`src/rtl/membus_pkg.sv`:
```
// membus_pkg: word width, port-monitor state type and flat-array index
// helpers shared by membus_hub and membus_port_mon.
package membus_pkg;

    localparam int MBW = 36;

    typedef enum logic [1:0] {
        ST_IDLE      = 2'd0,
        ST_WAIT_ACK  = 2'd1,
        ST_WAIT_RS   = 2'd2,
        ST_WAIT_DROP = 2'd3
    } mon_state_t;

    // Module m, port p lives at m*nport+p in the flat response arrays.
    function automatic int flat_idx(input int m, input int p, input int nport);
        return m * nport + p;
    endfunction

    function automatic int word_lsb(input int idx);
        return idx * MBW;
    endfunction

endpackage

```
`src/rtl/membus_port_mon.sv`:
```
// membus_port_mon: one processor port's cycle monitor -- gates module responses,
// flags multi-module acks, optionally times out cycles (MEMBUS_NXM_EN).
// Ports: clk, reset (sync, active-high); i_rq_cyc, i_rd_rq from processor;
// i_acks/i_rss per-module responses; o_addr_ack, o_rd_rs, o_nxm, o_busy,
// o_conflict to processor.
module membus_port_mon
    import membus_pkg::*;
#(
    parameter int NMEM       = 2,
    parameter int NXM_CYCLES = 1000,
    parameter int CW         = 10
) (
    input  logic            clk,
    input  logic            reset,
    input  logic            i_rq_cyc,
    input  logic            i_rd_rq,
    input  logic [NMEM-1:0] i_acks,
    input  logic [NMEM-1:0] i_rss,
    output logic            o_addr_ack,
    output logic            o_rd_rs,
    output logic            o_nxm,
    output logic            o_busy,
    output logic            o_conflict
);

    mon_state_t r_state;
    mon_state_t w_state_nxt;
    mon_state_t w_after_ack;
    logic       r_conflict;
    logic       w_ack_any;
    logic       w_rs_any;
    logic       w_multi;
    logic       w_ack;
    logic       w_rs;
    logic       w_nxm;
    logic       w_tmo;
    logic       w_syn_rs;

    assign w_ack_any   = |i_acks;
    assign w_rs_any    = |i_rss;
    // Clearing the lowest set bit leaves something only if two were set.
    assign w_multi     = |(i_acks & (i_acks - NMEM'(1)));
    assign w_after_ack = i_rd_rq ? ST_WAIT_RS : ST_WAIT_DROP;

`ifdef MEMBUS_NXM_EN
    logic [CW-1:0] r_cnt;
    logic          r_syn_rs;

    assign w_tmo    = (r_cnt == CW'(NXM_CYCLES - 1));
    assign w_syn_rs = r_syn_rs;

    // Counter restarts on every state change, so it times each wait phase.
    always_ff @(posedge clk) begin
        if (reset) begin
            r_cnt    <= '0;
            r_syn_rs <= 1'b0;
        end else begin
            if (w_state_nxt != r_state || r_state == ST_IDLE ||
                r_state == ST_WAIT_DROP)
                r_cnt <= '0;
            else
                r_cnt <= r_cnt + CW'(1);
            // A timed-out read gets its restart on the very next clock.
            r_syn_rs <= w_nxm && (w_state_nxt == ST_WAIT_RS);
        end
    end
`else
    localparam int unused_cfg = NXM_CYCLES + CW;
    assign w_tmo    = 1'b0;
    assign w_syn_rs = 1'b0;
`endif

    always_comb begin
        w_state_nxt = r_state;
        w_ack       = 1'b0;
        w_rs        = 1'b0;
        w_nxm       = 1'b0;
        unique case (r_state)
            ST_IDLE: begin
                if (i_rq_cyc) begin
                    w_ack = w_ack_any;
                    if (w_ack_any)
                        w_state_nxt = w_after_ack;
                    else
                        w_state_nxt = ST_WAIT_ACK;
                end
            end
            ST_WAIT_ACK: begin
                w_ack = w_ack_any;
                if (!i_rq_cyc) begin
                    w_state_nxt = ST_IDLE;
                end else if (w_ack_any) begin
                    w_state_nxt = w_after_ack;
                end else if (w_tmo) begin
                    w_ack       = 1'b1;
                    w_nxm       = 1'b1;
                    w_state_nxt = w_after_ack;
                end
            end
            ST_WAIT_RS: begin
                w_rs = w_rs_any;
                if (!i_rq_cyc) begin
                    w_state_nxt = ST_IDLE;
                end else if (w_rs_any) begin
                    w_state_nxt = ST_WAIT_DROP;
                end else if (w_syn_rs || w_tmo) begin
                    w_rs        = 1'b1;
                    w_nxm       = !w_syn_rs;
                    w_state_nxt = ST_WAIT_DROP;
                end
            end
            ST_WAIT_DROP: begin
                if (!i_rq_cyc)
                    w_state_nxt = ST_IDLE;
            end
        endcase
    end

    always_ff @(posedge clk) begin
        if (reset) begin
            r_state    <= ST_IDLE;
            r_conflict <= 1'b0;
        end else begin
            r_state <= w_state_nxt;
            if (w_multi)
                r_conflict <= 1'b1;
        end
    end

    assign o_addr_ack = w_ack & ~reset;
    assign o_rd_rs    = w_rs & ~reset;
    assign o_nxm      = w_nxm & ~reset;
    assign o_busy     = (r_state != ST_IDLE);
    assign o_conflict = r_conflict;

endmodule

```
`src/rtl/membus_hub.sv`:
```
// membus_hub: joins NPORT processor ports to NMEM memory modules; ORs module
// data/acks/restarts per port and runs one membus_port_mon per port.
// Ports: clk, reset; p_* processor side (NPORT bits / 36-bit words);
// m_* module side flat arrays indexed m*NPORT+p. Option: MEMBUS_NXM_EN.
module membus_hub
    import membus_pkg::*;
#(
    parameter int NMEM       = 2,
    parameter int NPORT      = 1,
    parameter int NXM_CYCLES = 1000,
    parameter int CW         = 10
) (
    input  logic                        clk,
    input  logic                        reset,
    input  logic [NPORT-1:0]            p_rq_cyc,
    input  logic [NPORT-1:0]            p_rd_rq,
    input  logic [NPORT-1:0]            p_wr_rq,
    input  logic [MBW*NPORT-1:0]        p_mb_out,
    output logic [MBW*NPORT-1:0]        p_mb_in,
    output logic [NPORT-1:0]            p_addr_ack,
    output logic [NPORT-1:0]            p_rd_rs,
    output logic [NPORT-1:0]            p_nxm,
    output logic [NPORT-1:0]            p_busy,
    output logic [NPORT-1:0]            p_conflict,
    input  logic [NMEM*NPORT-1:0]       m_addr_ack,
    input  logic [NMEM*NPORT-1:0]       m_rd_rs,
    input  logic [MBW*NMEM*NPORT-1:0]   m_mb_out
);

    // Writes and read-modify-writes differ only by rd_rq.
    logic unused_wr;
    assign unused_wr = ^p_wr_rq;

    for (genvar p = 0; p < NPORT; p++) begin : g_port
        logic [NMEM-1:0]          w_acks;
        logic [NMEM-1:0]          w_rss;
        logic [NMEM:0][MBW-1:0]   w_or;

        assign w_or[0] = p_mb_out[word_lsb(p) +: MBW];

        for (genvar m = 0; m < NMEM; m++) begin : g_mem
            localparam int IDX = flat_idx(m, p, NPORT);
            assign w_acks[m]  = m_addr_ack[IDX];
            assign w_rss[m]   = m_rd_rs[IDX];
            assign w_or[m+1]  = w_or[m] | m_mb_out[word_lsb(IDX) +: MBW];
        end

        assign p_mb_in[word_lsb(p) +: MBW] = w_or[NMEM];

        membus_port_mon #(
            .NMEM       (NMEM),
            .NXM_CYCLES (NXM_CYCLES),
            .CW         (CW)
        ) u_mon (
            .clk        (clk),
            .reset      (reset),
            .i_rq_cyc   (p_rq_cyc[p]),
            .i_rd_rq    (p_rd_rq[p]),
            .i_acks     (w_acks),
            .i_rss      (w_rss),
            .o_addr_ack (p_addr_ack[p]),
            .o_rd_rs    (p_rd_rs[p]),
            .o_nxm      (p_nxm[p]),
            .o_busy     (p_busy[p]),
            .o_conflict (p_conflict[p])
        );
    end

endmodule

```
`config.mk`:
```
export PLATFORM = sky130hd
export DESIGN_NAME = membus_hub
export DESIGN_NICKNAME = d
export VERILOG_FILES = /design/src/rtl/membus_pkg.sv /design/src/rtl/membus_port_mon.sv /design/src/rtl/membus_hub.sv
export SDC_FILE = /design/constraint.sdc
export NUM_CORES = 1
export LEC_CHECK = 0
export ABC_AREA = 0
export CAP_MARGIN = 20
export CELL_PAD_IN_SITES_DETAIL_PLACEMENT = 0
export CELL_PAD_IN_SITES_GLOBAL_PLACEMENT = 1
export CORE_AREA = 2 2 60 62
export CTS_BUF_LIST = sky130_fd_sc_hd__clkbuf_4
export CTS_CLUSTER_SIZE = 8
export DETAILED_ROUTE_END_ITERATION = 10
export DIE_AREA = 0 0 62 64
export DONT_BUFFER_PORTS = 1
export PLACE_DENSITY_LB_ADDON = 0.05
export SYNTH_ARGS = -nofsm -noshare
export SYNTH_HDL_FRONTEND = slang
export SYNTH_SLANG_ARGS = --single-unit
export TNS_END_PERCENT = 10
```
`constraint.sdc`:
```
create_clock -name clk -period 1.2 [get_ports clk]
set_clock_uncertainty 0.2 [all_clocks]
set_input_delay 0.24 -clock clk [delete_from_list [all_inputs] [get_ports clk]]
set_output_delay 0.24 -clock clk [all_outputs]
set_load 0.01 [all_outputs]
```
==> flow_summary_export.csv, run 1 <==
group,metric,value,unit
yosys,yosys.area.top_type,"or3_1",
sta,grt_setup_unrepaired,"true",
global_routing,track_usage,0.0709,
status,violations,"setup timing",
clock_network,clkTransAtPathRegs,40,ps
yosys,yosysSeqAreaShare,0.155,
yosys,yosys_warnings,0,
clock_network,cts_buffers,3,
clock_network,clockBufferDepth,2,
yosys,synth_top_cell_area_share,0.581,
clock_network,clk_latency,230,ps
clock_network,htreeDepth,1,
placed_design,place.gp.congestion,0.717,
hold_path,hold_path.class,"input pin to register",
setup_path,endpoint_kind,"output port",
yosys,syn_area_per_cell,7.18,um^2
clock_network,cts_root_buffer,"clkbuf_4",
global_routing,first_global_vias,424,
floorplanning,die-height,64,um
final_layout,final_layout_size_suffix_gt1_frac,0.206,
sta,finalCritPeriodShare,1.19,
detailed_routing,wl_per_cell,17.3,um
yosys,synthDistinctLibCells,14,
detailed_routing,first_iter_violations,2,
final_layout,area_growth,42.6,%
yosys,synth_area,388,um^2
detailed_routing,postRouteAntennaNets,0,
floorplanning,die_w,62,um
yosys,syn_inst,54,
placed_design,placed_area,458,um^2
final_layout,num_antenna_cells,0,
global_routing,grt_overflow,0,
flow_run,cap_violations,0,
clock_network,clock-sinks,3,
yosys,synth_fp_nets,171,
floorplanning,die-area,3970,um^2
setup_path,path_max_fanout,4,
power,p_per_area,787,nW/um^2
final_layout,fin_area,553,um^2
global_routing,grt_pass1_wl,1930,um
power,ir_drop,0.146,mV
final_layout,final_cell_mix,"or3_1, nor2_1, clkbuf_4, dlygate4sd3_1",
final_layout,fillers,374,
sta,setup_viol,3,
final_layout,nets,181,
floorplanning,io_pins,158,
floorplanning,coreArea,3280,um^2
setup_path,worstPathRequired,760,ps
detailed_routing,drt-total-wl,1890,um
sta,finalHoldViolCount,0,
yosys,synth_seq_cells,3,
global_routing,antenna_found_initial,0,
setup_path,critical_path_class,"register to output port",
status,status,"finished with violations",
setup_path,start_kind,"register",
global_routing,grt_max_degree,5,
floorplanning,rows,21,
detailed_routing,via_count,529,
setup_path,arrival,990,ps
clock_network,cts_tree,"done",
power,p_leak,0.164,nW
detailed_routing,drc,0,
floorplanning,initial_core_util,0.118,
sta,period_needed,1430,ps
detailed_routing,drt_pass1_iterations,3,
final_layout,final_common_cell,"or3_1",
sta,layout_setup_ws,-228,ps
detailed_routing,via_per_inst,4.85,
sta,drv_slew,0,
placed_design,dp_hpwl,1830,um
final_layout,final_util,0.168,
placed_design,port_buffers,0,
sta,fmax,700,MHz
yosys,synth.area.top_cells,"or3_1, dfxtp_1, a221oi_2",
## critical path, stage by stage, from the launching register on
cell and delay [ps]:
dfxtp_2 320, o21ba_4 220, nor3b_4 220
## report_power, final
part,internal (W),switching [W]
Combinational,0.0000619,0.0000648
Clock,0.000147,0.0000484
Sequential,0.000107,0.00000632
## routing by layer
| metal | track usage | part of all wire |
|---|---|---|
| met2 | 0.138 | 0.58 |
| met4 | 0.0399 | 0.0079 |
| met3 | 0.0182 | 0.14 |
| met1 | 0.0594 | 0.27 |
| met5 | 0 | 0 |
## sequential cells by signal, summed over array words and instances, names as in the netlist
| register | count |
|---|---|
| g_port.u_mon.o_conflict | 1 |
| g_port.u_mon.r_state | 2 |
## what timing repair did
action	in CTS	in global routing
buffers inserted	0	0
endpoints found under the hold margin	3	0
gates resized for setup	5	0
pin swaps	0	0
hold buffers	4	0
setup endpoints to repair	3	3
cloned	0	0
## area by class of cell
type,instances,area (um^2),share of cell area
multi-input cells,50,349,0.631
flip-flops and latches,3,61.3,0.111
well taps,46,57.6,0.104
repair buffers,6,55.1,0.0995
clock buffers,4,30.0,0.0543
## kinds of logic (layout without fill, tap and decap cells)
logic type	count (synthesis)	count (layout)	share of synthesized area
simple gates	46	46	0.739
flops	3	3	0.155
other cells	1	1	0.00967
buf+inv	1	10	0.0194
compound gates	3	3	0.0774
## per-stage QoR
step           total power [W]  hold WS [ps]  worst slack [ps]  cells  setup TNS [ps]
2_1_floorplan         0.000204           112              7.94     54               0
3_3_place_gp          0.000222           113             -41.0    101           -56.7
3_5_place_dp          0.000220           116             -44.7    101           -56.7
4_1_cts               0.000447          16.3              -250    109            -610
5_1_grt               0.000476          2.53              -288    109            -732
6_report              0.000435          25.3              -228    109            -549
## synth_stat cells
cell type and instances:
o21ba_1 1, nor3_1 1, or3_1 36, nor2_1 4, dfxtp_1 3, nand2b_1 1
buf_4 1, conb_1 1, nor2b_2 1, nor3b_2 1, a21oi_1 1, or2_2 1
a221oi_2 1, nor3b_1 1
## worst paths after layout
check	depth (start not counted)	start	to	slack [ps]
worst min-delay path	2	p_rq_cyc	g_port[0].u_mon.r_state[0]$_SDFFE_PP0P_	30
worst max-delay path	2	g_port[0].u_mon.r_state[1]$_SDFFE_PP0P_	p_addr_ack	-230
worst min register to register	2	g_port[0].u_mon.r_state[1]$_SDFFE_PP0P_	g_port[0].u_mon.r_state[1]$_SDFFE_PP0P_	290
worst max register to register	3	g_port[0].u_mon.r_state[1]$_SDFFE_PP0P_	g_port[0].u_mon.r_state[0]$_SDFFE_PP0P_	50
Note: power is estimated with default switching activity, not from simulation.
==> inputs of run 2 (changes only) <==
clock period = 1.4 ns   (was 1.2 ns; I/O delays follow)
==> run 2 against run 1 <==
Net effect: the flow still finishes with violations (setup timing); via count rose by 0.38%; count of clock-buffer cells in the layout unchanged; critical endpoint unchanged; first-iteration DRC count fell by 50%; largest cell class unchanged; worst hold slack gained 21 ps; combinational power shrank 18%.
==> flow_summary_export.csv, run 2 (synthesis results as in run 1) <==
group,metric,value,unit
placed_design,place.gp.congestion,0.787,
final_layout,area_growth,41.0,%
placed_design,place_inst,100,
power,ir_drop,0.132,mV
setup_path,endpoint_kind,"output port",
clock_network,cts_buffers,3,
sta,final.setup.tns,-169,ps
detailed_routing,wl_per_cell,14.1,um
sta,grt_setup_unrepaired,"true",
detailed_routing,drc,0,
setup_path,max_stage_delay,330,ps
setup_path,crit_chain,"o21ba_4, nor3b_4",
floorplanning,rows,21,
detailed_routing,drt-total-wl,1540,um
hold_path,hold_path.class,"input pin to register",
placed_design,port_buffers,0,
detailed_routing,via_per_inst,4.87,
floorplanning,coreArea,3280,um^2
placed_design,dp_hpwl,1480,um
clock_network,htreeDepth,1,
floorplanning,initial_core_util,0.118,
global_routing,first_global_vias,383,
status,status,"finished with violations",
setup_path,start_kind,"register",
detailed_routing,drt_pass1_iterations,2,
sta,drv_slew,0,
setup_path,startpoint,"g_port[0].u_mon.r_state[1]$_SDFFE_PP0P_",
floorplanning,die-area,3970,um^2
final_layout,layoutNonFillerInstCount,109,
clock_network,clk_latency,230,ps
detailed_routing,postRouteAntennaNets,0,
clock_network,cts_root_buffer,"clkbuf_4",
final_layout,largest_register_ffs,2,
clock_network,clkTransAtPathRegs,40,ps
sta,finalHoldViolCount,0,
global_routing,grt_max_degree,5,
setup_path,worstPathRequired,920,ps
sta,setup_viol,2,
power,p_leak,0.163,nW
floorplanning,die-height,64,um
global_routing,grt_overflow,0,
clock_network,cts_tree,"done",
setup_path,rr_worst_depth,3,
final_layout,final_common_cell,"or3_1",
final_layout,nets,181,
setup_path,rr_startpoint,"g_port[0].u_mon.r_state[1]$_SDFFE_PP0P_",
setup_path,cp_slowest_cell,"dfxtp_2",
setup_path,path_max_fanout,4,
setup_path,r2r_end,"g_port[0].u_mon.r_state[0]$_SDFFE_PP0P_",
sta,finalCritPeriodShare,1.06,
floorplanning,die_w,62,um
global_routing,antenna_found_initial,0,
setup_path,arrival,1010,ps
sta,layout_setup_ws,-86.0,ps
final_layout,top_register,"g_port.u_mon.r_state",
detailed_routing,first_iter_violations,1,
clock_network,clockBufferDepth,2,
flow_run,cap_violations,0,
setup_path,cp-endpoint,"p_addr_ack",
detailed_routing,via_count,531,
final_layout,final_layout_size_suffix_gt1_frac,0.206,
power,total_power,0.000372,W
setup_path,critical_path_class,"register to output port",
final_layout,num_antenna_cells,0,
setup_path,r2r_slack,330,ps
clock_network,clock-sinks,3,
status,violations,"setup timing",
global_routing,track_usage,0.0554,
sta,fmax,673,MHz
floorplanning,io_pins,158,
final_layout,fillers,383,
sta,period_needed,1490,ps
power,p_per_area,680,nW/um^2
final_layout,final_cell_mix,"or3_1, nor2_1, clkbuf_4, dlygate4sd3_1",
global_routing,grt_pass1_wl,1610,um
## run 2: cell count changes in the layout (fill, tap and decap cells not counted)
cell and change:
nor3b_2 +1, nor3b_4 -1
## run 2: where the power goes
group	leakage [nW]	switching, W	internal [W]	total (W)
Clock	0.0184	0.0000446	0.000126	0.000171
Combinational	0.119	0.0000535	0.0000503	0.000104
Sequential	0.0252	0.00000556	0.0000916	0.0000972
## run 2: worst min-delay path by stage
stage,depth (start not counted),slack (ps),from,to
3_3_place_gp,1,150,reset,g_port[0].u_mon.o_conflict$_SDFFE_PP0P_
3_5_place_dp,1,160,reset,g_port[0].u_mon.o_conflict$_SDFFE_PP0P_
5_1_grt,2,40,p_rq_cyc,g_port[0].u_mon.r_state[1]$_SDFFE_PP0P_
4_1_cts,2,50,p_rq_cyc,g_port[0].u_mon.r_state[1]$_SDFFE_PP0P_
6_report,2,50,p_rq_cyc,g_port[0].u_mon.r_state[0]$_SDFFE_PP0P_
2_1_floorplan,1,150,reset,g_port[0].u_mon.o_conflict$_SDFFE_PP0P_
## run 2: through the flow
step / hold WS (ps) / cell area, um^2 / setup WS [ps] / util
after floorplan: 152 / 388 / 110 / -
after global placement: 153 / 445 / 44.0 / 0.136
after detailed placement: 155 / 445 / 51.3 / 0.136
after CTS: 45.9 / 547 / -100 / 0.166
after global routing: 43.0 / 547 / -155 / 0.166
final: 46.3 / 547 / -86.0 / 0.166
## run 2: cell type report
class | count | area (um^2) | share of cell area
Timing Repair Buffer | 6 | 55.1 | 0.101
Clock buffer | 4 | 30.0 | 0.0549
Tap cell | 46 | 57.6 | 0.105
Multi-Input combinational cell | 50 | 343 | 0.627
Sequential cell | 3 | 61.3 | 0.112
## run 2: worst max-delay path, delay by kind of cell, from the launching register on
kind / cells / cell delay (ps)
compound gates: 1 / 230
simple gates: 1 / 220
flops: 1 / 330
## run 2: metal layers
metal  GRT usage  wire length [um]
met2      0.0977               883
met5           0                 0
met4      0.0239                 0
met1      0.0595               435
met3      0.0142               221
## run 2: what timing repair did
action	4_1_cts	5_1_grt
hold buffers	4	0
setup endpoints to repair	2	3
endpoints found under the hold margin	3	0
setup buffers	1	0
resized for setup	6	0
==> inputs of run 3 (changes only) <==
SLEW_MARGIN = 15   (was default)
clock period = 1.2 ns   (was 1.4 ns; I/O delays follow)
==> results of run 3 <==
Final layout, timing and power as in run 1 (identical DEF).
